<file path="src/rtl/pa_fpu.sv">
// Shared binary32 field widths and the state enum of the multiplier core.
package pa_fpu;

  localparam int unsigned FP_W     = 32;
  localparam int unsigned EXP_W    = 8;
  localparam int unsigned FRAC_W   = 23;
  localparam int unsigned MANT_W   = 24;
  localparam int unsigned PROD_W   = 48;
  localparam int unsigned MUL_ITER = 24;

  localparam logic [EXP_W-1:0] EXP_ALL_ONES = 8'hFF;
  localparam logic [FP_W-1:0]  QNAN         = 32'h7FC00000;

  typedef enum logic [2:0] {
    ST_IDLE,
    ST_START,
    ST_PRODUCT_ADD,
    ST_PRODUCT_SHIFT,
    ST_RESULT_SET,
    ST_RESULT_VALID
  } e_mul_state;

endpackage

</file>
<file path="src/rtl/fpu_mul_core.sv">
// Sequential binary32 multiplier: shift-and-add mantissa product, flush-to-zero.
// Define FPU_MUL_RNE_EN for round-to-nearest-even; otherwise the result is truncated.
module fpu_mul_core
  import pa_fpu::*;
(
  input  logic            clk_i,
  input  logic            arst_i,
  input  logic            start_i,
  input  logic [FP_W-1:0] a_i,
  input  logic [FP_W-1:0] b_i,
  input  logic            ack_i,
  output logic            busy_o,
  output logic            result_valid_o,
  output logic [FP_W-1:0] result_o,
  output logic            flag_overflow_o,
  output logic            flag_underflow_o,
  output logic            flag_invalid_o
);

  e_mul_state state_q, state_d;
  logic [FP_W-1:0]   opA_q, opA_d, opB_q, opB_d;
  logic              sign_q, sign_d;
  logic [EXP_W-1:0]  expA_q, expA_d, expB_q, expB_d;
  logic [MANT_W-1:0] mcand_q, mcand_d, mplier_q, mplier_d;
  logic [PROD_W-1:0] accum_q, accum_d;
  logic              carry_q, carry_d;
  logic [4:0]        cnt_q, cnt_d;
  logic              special_q, special_d;
  logic [FP_W-1:0]   specRes_q, specRes_d;
  logic              specInv_q, specInv_d;
  logic [FP_W-1:0]   result_q, result_d;
  logic              ovf_q, ovf_d, unf_q, unf_d, inv_q, inv_d;

  logic [EXP_W-1:0]  eA, eB;
  logic              nanA, nanB, infA, infB, zeroA, zeroB, opSign;
  logic              isSpecial, specInv;
  logic [FP_W-1:0]   specRes;

  logic              norm, roundUp, fracCarry;
  logic [FRAC_W-1:0] fracRaw, fracRnd;
  logic [9:0]        expSum;
  logic [FP_W-1:0]   packRes;
  logic              packOvf, packUnf;
`ifdef FPU_MUL_RNE_EN
  logic              guardBit, stickyBit;
`endif

  assign eA     = opA_q[30:23];
  assign eB     = opB_q[30:23];
  assign opSign = opA_q[31] ^ opB_q[31];
  assign nanA   = (eA == EXP_ALL_ONES) && (opA_q[22:0] != '0);
  assign nanB   = (eB == EXP_ALL_ONES) && (opB_q[22:0] != '0);
  assign infA   = (eA == EXP_ALL_ONES) && (opA_q[22:0] == '0);
  assign infB   = (eB == EXP_ALL_ONES) && (opB_q[22:0] == '0);
  assign zeroA  = (eA == '0);
  assign zeroB  = (eB == '0);

  // Denormals share the zero path because exponent 0 is classed as zero.
  always_comb begin
    isSpecial = 1'b1;
    specInv   = 1'b0;
    specRes   = '0;
    if (nanA || nanB || (infA && zeroB) || (zeroA && infB)) begin
      specRes = QNAN;
      specInv = 1'b1;
    end else if (infA || infB) begin
      specRes = {opSign, EXP_ALL_ONES, 23'd0};
    end else if (zeroA || zeroB) begin
      specRes = {opSign, 31'd0};
    end else begin
      isSpecial = 1'b0;
    end
  end

  // Hidden bit is always set, so a fraction carry-out means mantissa 1.0 at exponent+1.
  always_comb begin
    norm    = accum_q[PROD_W-1];
    fracRaw = norm ? accum_q[46:24] : accum_q[45:23];
`ifdef FPU_MUL_RNE_EN
    guardBit  = norm ? accum_q[23] : accum_q[22];
    stickyBit = norm ? |accum_q[22:0] : |accum_q[21:0];
    roundUp   = guardBit & (stickyBit | fracRaw[0]);
`else
    roundUp   = 1'b0;
`endif
    {fracCarry, fracRnd} = {1'b0, fracRaw} + {23'd0, roundUp};
    expSum  = {2'b00, expA_q} + {2'b00, expB_q} + {9'd0, norm} + {9'd0, fracCarry} - 10'd127;
    packOvf = 1'b0;
    packUnf = 1'b0;
    if ($signed(expSum) >= 10'sd255) begin
      packRes = {sign_q, EXP_ALL_ONES, 23'd0};
      packOvf = 1'b1;
    end else if ($signed(expSum) <= 10'sd0) begin
      packRes = {sign_q, 31'd0};
      packUnf = 1'b1;
    end else begin
      packRes = {sign_q, expSum[7:0], fracRnd};
    end
  end

  always_comb begin
    state_d   = state_q;
    opA_d     = opA_q;
    opB_d     = opB_q;
    sign_d    = sign_q;
    expA_d    = expA_q;
    expB_d    = expB_q;
    mcand_d   = mcand_q;
    mplier_d  = mplier_q;
    accum_d   = accum_q;
    carry_d   = carry_q;
    cnt_d     = cnt_q;
    special_d = special_q;
    specRes_d = specRes_q;
    specInv_d = specInv_q;
    result_d  = result_q;
    ovf_d     = ovf_q;
    unf_d     = unf_q;
    inv_d     = inv_q;
    unique case (state_q)
      ST_IDLE: begin
        if (start_i) begin
          opA_d   = a_i;
          opB_d   = b_i;
          ovf_d   = 1'b0;
          unf_d   = 1'b0;
          inv_d   = 1'b0;
          state_d = ST_START;
        end
      end
      ST_START: begin
        sign_d    = opSign;
        expA_d    = eA;
        expB_d    = eB;
        mcand_d   = {1'b1, opA_q[22:0]};
        mplier_d  = {1'b1, opB_q[22:0]};
        accum_d   = '0;
        carry_d   = 1'b0;
        cnt_d     = '0;
        special_d = isSpecial;
        specRes_d = specRes;
        specInv_d = specInv;
        state_d   = isSpecial ? ST_RESULT_SET : ST_PRODUCT_ADD;
      end
      ST_PRODUCT_ADD: begin
        if (mplier_q[0]) begin
          {carry_d, accum_d[47:24]} = {1'b0, accum_q[47:24]} + {1'b0, mcand_q};
        end
        state_d = ST_PRODUCT_SHIFT;
      end
      ST_PRODUCT_SHIFT: begin
        accum_d  = {carry_q, accum_q[PROD_W-1:1]};
        carry_d  = 1'b0;
        mplier_d = mplier_q >> 1;
        cnt_d    = cnt_q + 5'd1;
        state_d  = (cnt_q == 5'(MUL_ITER - 1)) ? ST_RESULT_SET : ST_PRODUCT_ADD;
      end
      ST_RESULT_SET: begin
        if (special_q) begin
          result_d = specRes_q;
          inv_d    = specInv_q;
        end else begin
          result_d = packRes;
          ovf_d    = packOvf;
          unf_d    = packUnf;
        end
        state_d = ST_RESULT_VALID;
      end
      ST_RESULT_VALID: begin
        if (ack_i) state_d = ST_IDLE;
      end
      default: state_d = ST_IDLE;
    endcase
  end

  always_ff @(posedge clk_i or posedge arst_i) begin
    if (arst_i) begin
      state_q   <= ST_IDLE;
      opA_q     <= '0;
      opB_q     <= '0;
      sign_q    <= 1'b0;
      expA_q    <= '0;
      expB_q    <= '0;
      mcand_q   <= '0;
      mplier_q  <= '0;
      accum_q   <= '0;
      carry_q   <= 1'b0;
      cnt_q     <= '0;
      special_q <= 1'b0;
      specRes_q <= '0;
      specInv_q <= 1'b0;
      result_q  <= '0;
      ovf_q     <= 1'b0;
      unf_q     <= 1'b0;
      inv_q     <= 1'b0;
    end else begin
      state_q   <= state_d;
      opA_q     <= opA_d;
      opB_q     <= opB_d;
      sign_q    <= sign_d;
      expA_q    <= expA_d;
      expB_q    <= expB_d;
      mcand_q   <= mcand_d;
      mplier_q  <= mplier_d;
      accum_q   <= accum_d;
      carry_q   <= carry_d;
      cnt_q     <= cnt_d;
      special_q <= special_d;
      specRes_q <= specRes_d;
      specInv_q <= specInv_d;
      result_q  <= result_d;
      ovf_q     <= ovf_d;
      unf_q     <= unf_d;
      inv_q     <= inv_d;
    end
  end

  assign busy_o           = (state_q != ST_IDLE);
  assign result_valid_o   = (state_q == ST_RESULT_VALID);
  assign result_o         = result_q;
  assign flag_overflow_o  = ovf_q;
  assign flag_underflow_o = unf_q;
  assign flag_invalid_o   = inv_q;

endmodule
</file>
<file path="config.mk">
export PLATFORM = sky130hd
export DESIGN_NAME = fpu_mul_core
export DESIGN_NICKNAME = d
export VERILOG_FILES = /design/src/rtl/pa_fpu.sv /design/src/rtl/fpu_mul_core.sv
export SDC_FILE = /design/constraint.sdc
export NUM_CORES = 1
export LEC_CHECK = 0
export BUFFER_PORTS_ARGS = -buffer_cell sky130_fd_sc_hd__buf_2
export CAP_MARGIN = 10
export CORE_ASPECT_RATIO = 0.8
export CORE_MARGIN = 10
export CORE_UTILIZATION = 64
export DETAILED_ROUTE_END_ITERATION = 8
export HOLD_SLACK_MARGIN = 0.03
export PLACE_DENSITY = 0.86
export RECOVER_POWER = 50
export SYNTH_ARGS = -nofsm -noshare
export SYNTH_HDL_FRONTEND = slang
export SYNTH_SLANG_ARGS = --single-unit
</file>
<file path="constraint.sdc">
create_clock -name clk_i -period 11.2 [get_ports clk_i]
set_input_delay 2.24 -clock clk_i [delete_from_list [all_inputs] [get_ports clk_i]]
set_output_delay 2.24 -clock clk_i [all_outputs]
set_load 0.01 [all_outputs]
</file>
## Yosys cells after proc, flatten, opt, wreduce, memory -nomap -nowiden

Cells that the tools add are included.

| storage, ports and cells | value |
|---|---|
| bits of input ports | 68 |
| memories | 0 |
| ROM bits | 0 |
| RAM bits | 0 |
| output and inout port bits | 37 |
| register bits after elaboration | 255 |
| latch bits | 0 |
| logic and storage cells | 103 |

| cells by class | value |
|---|---|
| shift-type cells | 0 |
| div/mod/pow operators | 0 |
| muxes and demuxes | 33 |
| equality and inequality tests | 13 |
| bitwise operators | 1 |
| $lt $le $gt $ge | 2 |
| add/subtract/negate cells | 5 |
| $mul | 0 |
| reductions and logical operators | 30 |

Operators by type and width:

| kind | count |
|---|---|
| 2-to-1 mux 32 bit | 4 |
| case mux 24 bit (2 select lines) | 2 |
| case mux 24 bit (3 select lines) | 1 |
| 2-to-1 mux 31 bit | 2 |
| zero test 23 bit | 2 |
| nonzero test 23 bit | 2 |
| adder 24 x 24 -> 25 bit | 1 |
| 2-to-1 mux 24 bit | 1 |
| 2-to-1 mux 23 bit | 1 |
| case mux 3 bit (6 select lines) | 1 |
| equality test 8 bit (second input constant) | 2 |
| zero test 8 bit | 2 |
| 2-to-1 mux 1 bit | 12 |
| 2-to-1 mux 3 bit | 4 |
| adder 9 x 1 -> 10 bit | 1 |
| >= comparator 10 x 9 -> 1 bit (second input constant) | 1 |
| <= comparator 10 x 1 -> 1 bit (second input constant) | 1 |
| inequality test 2 bit (second input constant) | 5 |
| case mux 5 bit (2 select lines) | 1 |
| subtractor 10 x 7 -> 10 bit (second input constant) | 1 |
| adder 8 x 8 -> 9 bit | 1 |
| case mux 1 bit (2 select lines) | 4 |
| AND reduction 2 bit | 4 |
| equality test 3 x 2 -> 1 bit (second input constant) | 2 |
| other kinds (12) | 26 |

## Depth between registers and ports, before layout

| depth | value |
|---|---|
| word-level depth | 8 |
| mapped depth | 15 |

## Worst setup path before layout

OpenSTA, ideal clock, no wires.

| path | value |
|---|---|
| path kind | reg-to-reg |
| from | reg accum_q[47] |
| to | reg result_q[10], in the netlist result_o[10] |
| setup slack | 7.373 ns |
| setup time | 0.074 ns |
| buffers on the path | 3 |
| stages on the path, launching flop included | 16 |
| data arrival time | 3.753 ns |
| cells stage by stage | dfrtp_1 > clkbuf_1 > clkbuf_1 > inv_1 > ha_1 > inv_1 > ha_1 > fa_1 > a211oi_2 > o211ai_1 > and3_1 > o21ai_1 > nor4bb_1 > or4_4 > buf_6 > o21ai_2 |

| between the ends | value |
|---|---|
| longest elaborated chain between the ends | 6 |

Ends and longest elaborated chain:

| what | RTL line | source |
|---|---|---|
| start, declared | fpu_mul_core.sv:25 | `logic [PROD_W-1:0] accum_q, accum_d;` |
| start signal, assigned | fpu_mul_core.sv:205 | `accum_q <= accum_d;` |
| adder 9 x 1 -> 10 bit | fpu_mul_core.sv:87 | `expSum = {2'b00, expA_q} + {2'b00, expB_q} + {9'd0, norm} + {9'd0, fracCarry} - 10'd127;` |
| subtractor 10 x 7 -> 10 bit | fpu_mul_core.sv:87 |  |
| <= comparator 10 x 1 -> 1 bit | fpu_mul_core.sv:93 | `end else if ($signed(expSum) <= 10'sd0) begin` |
| 2-to-1 mux 31 bit | fpu_mul_core.sv:93 |  |
| 2-to-1 mux 31 bit (*) | fpu_mul_core.sv:90 | `if ($signed(expSum) >= 10'sd255) begin` |
| 2-to-1 mux 32 bit (*) | fpu_mul_core.sv:159 | `if (special_q) begin` |
| end signal, assigned | fpu_mul_core.sv:211 | `result_q <= result_d;` |
| end, declared | fpu_mul_core.sv:31 | `logic [FP_W-1:0] result_q, result_d;` |

Mark *: on every way between the ends. The rest lies on a longest branch, timed or not.
A chain may end at the register's enable or synchronous reset.

==> flow_metrics.py <==
metrics = {
    "run_status": {
        "status": "finished with violations",
        "violations": "max-capacitance violations, max-slew violations",
    },
    "sta": {
        "fin_tns_setup_ns": 0,
        "slew_headroom": -2.68,
        "timing.final.crit_period_ns": 6.08,
        "final-hold-violation-count": 0,
        "tightest_slew_ns": 5.49,
        "fmax_mhz": 165,
        "rsz0062_at_grt": "false",
        "fin_skew_ns": 0.0133,
        "drv_slew": 306,
        "fin_crit_sh": 0.543,
        "setup-violations-final": 0,
        "setup_ws_ns": 5.12,
    },
    "synthesis": {
        "ys_types": 61,
        "yosysSeqAreaShare": 0.496,
        "synth_seq_cells": 202,
        "syn_area_um2": 10200,
        "yosys_most_used_dff": "dfrtp_1",
        "netlist_instances": 920,
        "synth_top_family_by_area": "multiplexers",
        "syn_area_per_cell_um2": 11.1,
        "syn-num-nets": 1031,
        "synth_compound_area_frac": 0.142,
        "synthAdderAreaFrac": 0.0543,
        "ys.warnings.count": 0,
        "ys_async_sr_fraction": 1.00,
        "synth_edf_count": 0,
        "synth_xor_xnor_area_share": 0.0241,
        "synth-simple-area-share": 0.0955,
        "synthMuxAreaShare": 0.163,
    },
    "clock_tree": {
        "cts_root_buf": "clkbuf_16",
        "cts_max_level": 1,
        "holdBufCountCts": 0,
        "cts.clk_slew.worst_paths_ns": 0.06,
        "cts_repair_resize_count": 0,
        "clock_latency_ns": 0.49,
        "cts_setup_buffers": 0,
        "numCtsBuffers": 21,
        "cts_tree": "built",
        "clockBufferDepth": 3,
        "clock_sinks": 202,
    },
    "setup_path": {
        "cp_top_family": "buffers and inverters",
        "path_cells": "buf_2 > clkinvlp_2 > buf_4",
        "regToRegStartpoint": "state_q[1]$_DFFE_PP0P_",
        "crit_buf_inv": 3,
        "cp.arrival_ns": 6.57,
        "crit_slowest_cell": "clkinvlp_2",
        "max_stage_delay_ns": 3.07,
        "path_class": "in -> async",
        "cp-end-kind": "asynchronous set/reset pin",
        "worstPathRequired_ns": 11.69,
        "start_kind": "input port",
        "setup.worst_path.start": "arst_i",
        "cp_max_fo": 130,
    },
    "route": {
        "dr.pass1.iters": 5,
        "post-route-drc-count": 0,
        "routedWlPerCell_um": 18.7,
        "viasPerCell": 6.12,
        "antenna_left": 0,
        "drt_iter0_markers": 499,
        "via_count": 7553,
        "finalWirelength_um": 23100,
    },
    "final_layout": {
        "final_layout_size_suffix_gt1_frac": 0.264,
        "final_nets": 1117,
        "fill_cells": 1096,
        "syn2layout_area_growth_pct": 12.9,
        "finalInstanceArea_um2": 11500,
    },
    "floorplanning": {
        "dieHeight_um": 133,
        "start_util": 0.649,
        "die_x_um": 161,
        "rows": 41,
        "coreArea_um2": 15700,
        "dieArea_um2": 21400,
        "ios": 105,
    },
    "job": {
        "drv_cap": 5,
    },
    "place": {
        "pre_cts_ws_ns": 7.15,
        "dpl_cell_area_um2": 10800,
        "portBuffers": 104,
        "gp_congestion": 0.937,
        "dp_hpwl_um": 15400,
    },
    "pwr": {
        "p_int_w": 0.00218,
        "p_per_area_nw_per_um2": 316,
        "power_w": 0.00363,
        "p_sw_w": 0.00145,
        "ir_worst_vdd_mv": 0.156,
        "seq_power_share": 0.366,
        "swShare": 0.399,
        "leakage_nw": 5.39,
        "combPwrFrac": 0.445,
        "power_frac_clock": 0.189,
    },
    "hold_path": {
        "worstHoldPathType": "reg -> reg",
        "hold_path_startpoint": "result_o[3]$_DFFE_PP0P_",
    },
    "global_route": {
        "grt-ovfl-total": 0,
        "antenna_found_initial": 1,
        "grt_usage": 0.214,
        "grt_pass1_vias": 7798,
        "grt_pass1_wl_um": 39000,
        "grt_max_degree": 131,
    },
}
## flip-flops by register name, summed over array words and instances, names as in the netlist
name and count:
expB_q 8, specRes_q 3, special_q 1, flag_invalid_o 1, opB_q 32, accum_q 25
flag_underflow_o 1, expA_q 8, cnt_q 5, sign_q 1, opA_q 32, mcand_q 24
carry_q 1, flag_overflow_o 1, mplier_q 24, state_q 3, result_o 32
## tightest hold or removal path: stages (launching register included)
cell	delay, ns
dfrtp_1	0.34
nand2_1	0.06
o21ai_2	0.04
## layer usage
layer	global-route usage	part of all wire	vias to the layer above
met5	0	0	-
met4	0.0610	0.022	0
met3	0.0511	0.075	44
met2	0.341	0.46	270
met1	0.286	0.44	3714
li1	-	-	3525
## cells in the final DEF, fill, tap and decap left out, types with 3 or more instances in the layout
master and instances:
dfrtp_1 202, buf_2 103, mux2_2 101, nand2_1 97, o21ai_0 67, mux2i_1 52
a21oi_1 46, ha_1 41, nor2_1 37, clkbuf_16 21, o21ai_2 20, xor2_1 16
nor4_1 14, inv_1 13, o211ai_1 12, xnor2_1 12, a21o_1 11, nor3_1 10
a22oi_1 10, and3_1 9, nand4_1 8, nand3_1 8, clkbuf_1 8, a221oi_1 7
a211oi_1 5, o21a_1 5, buf_4 5, o21ai_1 4, nor2b_1 4, a22o_1 4
o31ai_1 4, a31oi_1 4, o21bai_1 3, o22ai_1 3, clkbuf_8 3, clkinv_2 3
## area by class of cell
class	instances	area [um2]	share of cell area
Sequential cell	202	5050	0.440
Multi-Input combinational cell	656	4890	0.425
Clock buffer	29	586	0.0509
Timing Repair Buffer	111	564	0.0491
Tap cell	215	269	0.0234
Clock inverter	6	82.6	0.00718
Inverter	14	53.8	0.00468
Antenna cell	1	2.50	0.000218
## stage by stage
| stage | cells | util | hold WS [ns] |
|---|---|---|---|
| floorplan | 920 | - | 0.447 |
| global placement | 1198 | 0.691 | 0.456 |
| detailed placement | 1198 | 0.691 | 0.461 |
| CTS | 1233 | 0.734 | 0.475 |
| global route | 1234 | 0.733 | 0.494 |
| finish | 1234 | 0.733 | 0.469 |
## power groups by stage
| stage | clock, W | sequential, W | combinational [W] |
|---|---|---|---|
| after CTS | 0.000697 | 0.00132 | 0.00160 |
| after global routing | 0.000729 | 0.00137 | 0.00181 |
| final | 0.000687 | 0.00133 | 0.00162 |
| after detailed placement | 0 | 0.00133 | 0.00157 |
| after global placement | 0 | 0.00132 | 0.00152 |
| after floorplan | 0 | 0.00121 | 0.00131 |
## cell usage after synthesis, types with 14 or more instances
master	count	share of area
o21ai_2	20	0.017
nand2_1	97	0.036
nor4_1	14	0.0086
inv_1	14	0.0052
a21oi_1	46	0.023
clkbuf_1	36	0.013
mux2i_1	52	0.051
xor2_1	16	0.014
o21ai_0	67	0.033
nor2_1	39	0.014
dfrtp_1	202	0.50
mux2_2	101	0.11
ha_1	41	0.050
## worst paths after layout
kind,slack (ns),to,depth (start not counted)
worst max-delay path,5.12,mcand_q[18]$_DFFE_PP0P_,3
worst min-delay path,0.47,result_o[3]$_DFFE_PP0P_,2
worst max register to register,7.22,specRes_q[31]$_DFFE_PP0P_,4
worst min register to register,0.47,result_o[3]$_DFFE_PP0P_,2
max in group clk_i,6.41,busy_o,2
min in group asynchronous,3.48,result_o[29]$_DFFE_PP0P_,2
## cell families (layout without fill, tap and decap cells)
kind of cell,after synthesis,after routing
other,0,1
DFF,202,202
muxes,153,153
adders and majority gates,43,43
AOI/OAI and AO/OA,222,222
buffers and inverters,62,160
and+or+nand+nor,210,210
xor gates and xnor gates,28,28
(Power assumes the default switching activity.)
